`config.mk`:
```
export PLATFORM = sky130hd
export DESIGN_NAME = ripple_count_monitor
export DESIGN_NICKNAME = d
export VERILOG_FILES = /design/src/rtl/ripple_count_monitor.sv
export SDC_FILE = /design/constraint.sdc
export NUM_CORES = 1
export LEC_CHECK = 0
export ABC_AREA = 1
export CORE_AREA = 2 2 84 86
export CTS_CLUSTER_SIZE = 40
export DETAILED_ROUTE_END_ITERATION = 16
export DIE_AREA = 0 0 86 88
export GPL_ROUTABILITY_DRIVEN = 0
export PLACE_DENSITY = 0.53
export SETUP_SLACK_MARGIN = 0.4
export SYNTH_ARGS = -nofsm -noshare
export SYNTH_HDL_FRONTEND = slang
export SYNTH_SLANG_ARGS = --single-unit
export TNS_END_PERCENT = 20
```
`constraint.sdc`:
```
create_clock -name clk -period 2 [get_ports clk]
set_input_delay 0.3 -clock clk [delete_from_list [all_inputs] [get_ports clk]]
set_output_delay 0.3 -clock clk [all_outputs]
set_load 0.03 [all_outputs]
```
`src/rtl/ripple_count_monitor.sv`:
```
// ripple_count_monitor
// Tracks the output of an external 4-bit ripple down-counter that is
// asynchronous to clk. Each accepted sample is classified against the last
// accepted value: hold, +/-1 step (mod 16), wrap (0<->15 step) or jump.
// Wraps are counted in a saturating counter and compared against a threshold
// to produce a registered alarm.
//
// Build option:
//   RCM_GLITCH_FILTER_EN  defined   -> a sample is accepted only when the
//                                      synchronized value has been stable for
//                                      two consecutive cycles (latency 4).
//                         undefined -> every synchronized value is accepted
//                                      (latency 3).
//
// Ports:
//   clk         in   system clock, rising edge
//   rst         in   asynchronous active-low reset
//   cnt_in      in   [3:0] raw ripple-counter value (async, may glitch)
//   clear       in   synchronous clear of tracking and statistics
//   thresh      in   [WRAP_W-1:0] alarm threshold for wrap_count
//   cnt_sync    out  [3:0] last accepted count value
//   cnt_valid   out  cnt_sync holds an accepted sample
//   step_pulse  out  one-cycle pulse on an accepted +/-1 step
//   dir         out  direction of last step (1 = down, 0 = up)
//   wrap_pulse  out  one-cycle pulse on a 0->15 or 15->0 step
//   jump_err    out  one-cycle pulse on a non-adjacent accepted sample
//   wrap_count  out  [WRAP_W-1:0] saturating count of wraps
//   alarm       out  registered (wrap_count >= thresh)
//
// State table:
//   ST_INIT  | no accepted sample yet; next accepted sample loads cnt_sync
//   ST_TRACK | cnt_sync valid; accepted samples are classified

module ripple_count_monitor #(
    parameter int unsigned WRAP_W = 8
) (
    input  logic              clk,
    input  logic              rst,
    input  logic [3:0]        cnt_in,
    input  logic              clear,
    input  logic [WRAP_W-1:0] thresh,
    output logic [3:0]        cnt_sync,
    output logic              cnt_valid,
    output logic              step_pulse,
    output logic              dir,
    output logic              wrap_pulse,
    output logic              jump_err,
    output logic [WRAP_W-1:0] wrap_count,
    output logic              alarm
);

    typedef enum logic {
        ST_INIT  = 1'b0,
        ST_TRACK = 1'b1
    } state_t;

    state_t state_q, state_d;

    logic [3:0]        s1_q, s2_q;
    // Valid bits travel alongside the synchronizer so the zeros left by
    // reset are never mistaken for a real counter value.
    logic              v1_q, v2_q;
    logic              sample_ok;

    logic [3:0]        cnt_sync_q, cnt_sync_d;
    logic              dir_q, dir_d;
    logic              step_q, step_d;
    logic              wrap_q, wrap_d;
    logic              jump_q, jump_d;
    logic [WRAP_W-1:0] wrap_cnt_q, wrap_cnt_d;
    logic              alarm_q, alarm_d;

    logic [3:0]        delta;
    logic              is_up, is_dn, is_wrap;

    // Two-flop synchronizer for the asynchronous counter bus.
    always_ff @(posedge clk or negedge rst) begin
        if (!rst) begin
            s1_q <= 4'd0;
            s2_q <= 4'd0;
            v1_q <= 1'b0;
            v2_q <= 1'b0;
        end else begin
            s1_q <= cnt_in;
            s2_q <= s1_q;
            v1_q <= 1'b1;
            v2_q <= v1_q;
        end
    end

`ifdef RCM_GLITCH_FILTER_EN
    logic [3:0] filt_q;
    logic       filt_v_q;

    always_ff @(posedge clk or negedge rst) begin
        if (!rst) begin
            filt_q   <= 4'd0;
            filt_v_q <= 1'b0;
        end else begin
            filt_q   <= s2_q;
            filt_v_q <= v2_q;
        end
    end

    // A ripple glitch lasts less than one sample period, so requiring two
    // equal synchronized values in a row rejects it.
    assign sample_ok = v2_q & filt_v_q & (s2_q == filt_q);
`else
    assign sample_ok = v2_q;
`endif

    // Modular difference: 1 is an up step, 15 (-1) is a down step.
    assign delta   = s2_q - cnt_sync_q;
    assign is_up   = (delta == 4'd1);
    assign is_dn   = (delta == 4'd15);
    assign is_wrap = (is_dn && (cnt_sync_q == 4'd0)) ||
                     (is_up && (cnt_sync_q == 4'd15));

    always_comb begin
        state_d    = state_q;
        cnt_sync_d = cnt_sync_q;
        dir_d      = dir_q;
        step_d     = 1'b0;
        wrap_d     = 1'b0;
        jump_d     = 1'b0;
        wrap_cnt_d = wrap_cnt_q;

        if (clear) begin
            // Clear wins over any sample arriving in the same cycle.
            state_d    = ST_INIT;
            cnt_sync_d = 4'd0;
            dir_d      = 1'b0;
            wrap_cnt_d = '0;
        end else if (sample_ok) begin
            case (state_q)
                ST_INIT: begin
                    cnt_sync_d = s2_q;
                    state_d    = ST_TRACK;
                end
                ST_TRACK: begin
                    if (delta == 4'd0) begin
                        cnt_sync_d = cnt_sync_q;
                    end else if (is_up || is_dn) begin
                        cnt_sync_d = s2_q;
                        step_d     = 1'b1;
                        dir_d      = is_dn;
                        if (is_wrap) begin
                            wrap_d = 1'b1;
                            if (wrap_cnt_q != {WRAP_W{1'b1}}) begin
                                wrap_cnt_d = wrap_cnt_q + {{(WRAP_W-1){1'b0}}, 1'b1};
                            end
                        end
                    end else begin
                        cnt_sync_d = s2_q;
                        jump_d     = 1'b1;
                    end
                end
                default: begin
                    state_d = ST_INIT;
                end
            endcase
        end
    end

    // Alarm looks at the registered count, so it trails wrap_count by a cycle.
    assign alarm_d = (wrap_cnt_q >= thresh);

    always_ff @(posedge clk or negedge rst) begin
        if (!rst) begin
            state_q    <= ST_INIT;
            cnt_sync_q <= 4'd0;
            dir_q      <= 1'b0;
            step_q     <= 1'b0;
            wrap_q     <= 1'b0;
            jump_q     <= 1'b0;
            wrap_cnt_q <= '0;
            alarm_q    <= 1'b0;
        end else begin
            state_q    <= state_d;
            cnt_sync_q <= cnt_sync_d;
            dir_q      <= dir_d;
            step_q     <= step_d;
            wrap_q     <= wrap_d;
            jump_q     <= jump_d;
            wrap_cnt_q <= wrap_cnt_d;
            alarm_q    <= alarm_d;
        end
    end

    assign cnt_sync   = cnt_sync_q;
    assign cnt_valid  = (state_q == ST_TRACK);
    assign step_pulse = step_q;
    assign dir        = dir_q;
    assign wrap_pulse = wrap_q;
    assign jump_err   = jump_q;
    assign wrap_count = wrap_cnt_q;
    assign alarm      = alarm_q;

endmodule

```
* After elaboration in Yosys (flattened, before gate mapping)
Index checks and enable logic that the tools add are counted.
** Word-level totals
- Flip-flop bits (word level) :: 28
- Output and inout bits :: 18
- Bits of input ports :: 15
** Cells by class
- $lt $le $gt $ge :: 1
- Reductions and logical operators :: 14
- Mux-type cells :: 34
- Bitwise gates (word level) :: 1
- Add/sub/neg operators :: 2
- Equality and inequality tests :: 6
** Operator list (number)
- 8-bit two-way mux :: 7
- 1-bit two-way mux :: 23
- 4-bit two-way mux :: 3
- 2-bit nonzero test :: 5
- 8-bit by 1-bit adder with 8-bit output (second input constant) :: 1
- 4-bit equality test (second input constant) :: 2
- 8-bit >= comparator :: 1
- 4-bit zero test :: 2
- 8-bit != test (second input constant) :: 1
- 4-bit case mux with 2 select lines :: 1
- 6-bit AND reduction :: 1
- 4-bit by 1-bit equality test with 1-bit output (second input constant) :: 1
- 4-bit AND reduction :: 1
- 4-bit subtractor :: 1
- 3-bit != test (second input constant) :: 1
- 1-bit logical AND :: 2
- 1-bit logical OR :: 2
- 2-bit != test (second input constant) :: 1
- 2-bit AND reduction :: 1
- 1-bit inverter :: 1

* Logic depth before layout (Yosys ltp)
- Word-level depth :: 10
- Mapped depth :: 13
- Depth with buffers taken out :: 13

* Least setup slack after synthesis
OpenSTA, ideal clock, no wires.
- Path kind :: register -> register
- Start :: register cnt_sync_q[0], in the netlist cnt_sync[0]
- End :: register wrap_cnt_q[4], in the netlist wrap_count[4]
- Arrival time :: 2.072 ns
- Slack :: -0.190 ns
- Cell stages (with the launch flop) :: 10
- Path through :: dfrtp_1 > ha_1 > fa_1 > xor2_2 > nor3_2 > nand3_2 > nand3_4 > nand3_4 > nand2_1 > nand2_1
** On the way
- Word-level cells in the longest chain between the ends :: 6
- Elaborated cells on any way between the ends :: 14
- Those cells by class :: 1 x add/sub; 4 x eq/ne; 9 x reduce/logical
** RTL lines
- start, declared :: RTL line 65 : logic [3:0] cnt_sync_q, cnt_sync_d;
- start signal, assigned :: RTL line 180 : cnt_sync_q <= cnt_sync_d;
- 4-bit subtractor :: RTL line 113 : assign delta = s2_q - cnt_sync_q;
- 4-bit equality test or 4-bit by 1-bit equality test with 1-bit output (tied branches) :: RTL line 115, 114
- 1-bit logical AND (on tied branches) :: RTL line 116, 117
- 1-bit logical OR :: RTL line 116 : assign is_wrap = (is_dn && (cnt_sync_q == 4'd0)) ||
- 2-bit nonzero test (no source line)
- 6-bit AND reduction (no source line) (*)
- end signal, assigned :: RTL line 185 : wrap_cnt_q <= wrap_cnt_d;
- end, declared :: RTL line 70 : logic [WRAP_W-1:0] wrap_cnt_q, wrap_cnt_d;
Every way passes the cells marked *; elsewhere a longest branch is shown, timed or not.
A chain may end at the register's enable or synchronous reset.

* Final worst setup path
- Start :: register cnt_sync_q[0], in the netlist cnt_sync[0]
- End :: register wrap_cnt_q[6], in the netlist wrap_count[6]
Same word-level chain as after synthesis.

==> impl_metrics.yaml <==
synth:
  synth_seq_cells: 28
  yosys_warnings: 0
  ys_seq_area_share_pct: 43.1
  synth.avg_cell_area_um2: 8.69
  syn-instance-count: 187
  synth_cell_type_count: 29
  syn_nets: 215
  syn_area_um2: 1630
grt:
  grt_pass1_wl_um: 6050
  antenna_found_initial: 0
  grt_overflow: 0
  grt_start_max_net_pins: 29
  grt_pass1_vias: 1326
  grt_util_all_layers_pct: 9.97
sta:
  final-hold-violation-count: 0
  tightestPinTransition_ns: 0.533
  setup_viol_count_final: 0
  final-max-slew-violation-count: 0
  relSlewSlack_pct: 64.3
  fin_crit_sh_pct: 99.4
  setup_tns_ns: 0
  setup_slack_ns: 0.0122
  rsz0062_at_grt: "true"
  max_freq_ghz: 0.503
  skew_ns: 0.00174
  period_needed_ns: 1.99
floorplanning:
  die-area_um2: 7570
  fp.dieH_um: 88
  std_cell_rows: 30
  initial_utilization_pct: 24.5
  pin_count: 33
  die_x_um: 86
  core_area_um2: 6640
drt:
  drcViolationCount: 0
  drt_pre_antenna_iters: 4
  vias: 1307
  drt_iter0_drc: 55
  wire_per_inst_um: 11.4
  drt.antenna.violating_nets: 0
  drt-total-wl_um: 3520
  vias_per_cell: 4.22
setup_path:
  slowest_stage: "dfrtp_2"
  end_kind: "flop"
  crit_family: "simple AND/OR/NAND/NOR gates"
  path_class: "reg -> reg"
  path_max_fanout: 8
  r2r_setup_slack_ns: 0.01
  cp-start-kind: "flop"
  critical_path_arrival_ns: 2.16
  crit_required_ns: 2.17
  path_cells: "ha_4 -> fa_2 -> xor2_4 -> nor3_4 -> nand3_2 -> nand3_4 -> nand3_4 -> nand2_1 -> nand2_1"
  path_buf_inv: 0
  cpPeakStageDelay_ns: 0.44
pwr:
  total_power_mw: 1.27
  p_per_area_nw_per_um2: 562
  netSwitchingFraction_pct: 29.3
  ir_drop_v: 0.000320
  p_int_uw: 897
  p_comb_share_pct: 23.9
  p_clk_share_pct: 27.8
  leakage_nw: 1.33
  seqPwrFrac_pct: 48.2
  p_switching_uw: 372
clock_network:
  cts_root_buf: "clkbuf_8"
  cts_sinks: 28
  clockBufferDepth: 2
  cts_buffers: 3
  worstSkewPairLatency_ns: 0.27
  clk_pin_slew_ns: 0.10
  htree_levels: 1
  cts_tree: "built"
finish:
  area_growth_pct: 38.9
  fin_nets: 259
  drive_above_1_share_pct: 17.0
  nFillCells: 664
  layout_commonest_cell: "nand2_1"
  diodes: 0
  final_cell_mix: "nand2_1 (49), dfrtp_1 (25), inv_1 (23)"
  stdcell_area_um2: 2260
hold_path:
  hp-class: "reg -> reg"
place:
  dp_hpwl_um: 2690
  port_buffers: 32
  place_ws_ns: -0.0368
  dpl_cell_area_um2: 2090
job:
  drv_cap: 0
status:
  status: "complete, no violations"
## registers in the layout, summed over array words and instances (netlist names), 4 cells and up
signal,count
wrap_count,8
s1_q,4
s2_q,4
cnt_sync,4
## kinds of logic after synthesis
group	Yosys count	share of synthesized area (%)
DFF	28	43.1
xor gates and xnor gates	4	2.62
and+or+nand+nor	98	30.3
AOI/OAI and AO/OA	16	6.08
buffers and inverters	27	7.16
adders and majority gates	13	10.5
other	1	0.231
## through the flow
stage          std cells  hold WS [ns]  util, %
6_report             310         0.355     34.0
5_1_grt              310         0.367     34.0
4_1_cts              310         0.357     33.0
3_5_place_dp         303         0.335     31.4
3_3_place_gp         303         0.332     31.4
2_1_floorplan        187       0.00441        -
## power by group through the flow
stage | registers [mW] | clock network [mW] | logic (mW)
3_5_place_dp | 0.624 | 0 | 0.277
3_3_place_gp | 0.623 | 0 | 0.272
2_1_floorplan | 0.646 | 0 | 0.147
4_1_cts | 0.613 | 0.373 | 0.300
5_1_grt | 0.617 | 0.396 | 0.339
6_report | 0.612 | 0.353 | 0.304
## worst register-to-register path: cells and delay by family, from the launching register on
kind                       cells  cell delay (ns)
DFF                            1             0.44
and+or+nand+nor                6             0.71
adders and majority gates      2             0.54
xor gates and xnor gates       1             0.19
## final cells by class
| type | count | area, um^2 | area share (%) |
|---|---|---|---|
| Multi-Input combinational cell | 132 | 858 | 38.0 |
| Sequential cell | 28 | 704 | 31.2 |
| Timing Repair Buffer | 41 | 445 | 19.7 |
| Tap cell | 80 | 100 | 4.43 |
| Inverter | 25 | 93.8 | 4.16 |
| Clock buffer | 4 | 55.1 | 2.44 |
## Yosys cell counts
cell | instances | area, um^2
nor3_1 | 2 | 10.0
nor2_1 | 11 | 41.3
nand3_4 | 2 | 35.0
o21ai_0 | 5 | 25.0
nor4_1 | 2 | 12.5
ha_1 | 12 | 150
a21oi_1 | 6 | 30.0
o2111ai_1 | 1 | 8.76
nand3_1 | 8 | 40.0
nor3b_1 | 1 | 7.51
a21oi_2 | 1 | 8.76
nor3_2 | 1 | 10.0
fa_1 | 1 | 20.0
xnor2_1 | 2 | 17.5
nand2_2 | 3 | 18.8
nand4_2 | 1 | 12.5
nand2_1 | 50 | 188
and3_1 | 1 | 6.26
dfrtp_1 | 28 | 701
nand3_2 | 3 | 30.0
conb_1 | 1 | 3.75
xor2_1 | 1 | 8.76
buf_6 | 2 | 22.5
o21ai_1 | 2 | 10.0
xor2_2 | 1 | 16.3
inv_1 | 25 | 93.8
nand4_1 | 10 | 62.6
nor2_2 | 3 | 18.8
a21oi_4 | 1 | 16.3
## worst paths after layout
| path | from | to | cells after the start |
|---|---|---|---|
| worst min register to register | s1_q[0]$_DFF_PN0_ | s2_q[0]$_DFF_PN0_ | 0 |
| min in group asynchronous | rst | cnt_sync[3]$_DFFE_PN0P_ | 2 |
| max in group asynchronous | rst | cnt_sync[0]$_DFFE_PN0P_ | 2 |
| worst min-delay path | s1_q[0]$_DFF_PN0_ | s2_q[0]$_DFF_PN0_ | 0 |
| worst max register to register | cnt_sync[0]$_DFFE_PN0P_ | wrap_count[6]$_DFFE_PN0P_ | 9 |
| worst max-delay path | cnt_sync[0]$_DFFE_PN0P_ | wrap_count[6]$_DFFE_PN0P_ | 9 |
## routing by layer
layer  global-route usage (%)  vias up  share of wire [%]
met2                     16.1       14                 47
met4                     2.16        0               0.71
met1                     13.9      594                 50
li1                         -      697                  -
met5                        0        -                  0
met3                     1.98        2                2.2
## timing repair
action                                  4_1_cts  5_1_grt
hold buffers                                  0        0
setup buffers                                 3        0
endpoints found under the setup margin       33       34
resized for setup                             4       23
gates cloned                                  0        0
pin swaps                                     4        1
(Power assumes the default switching activity.)
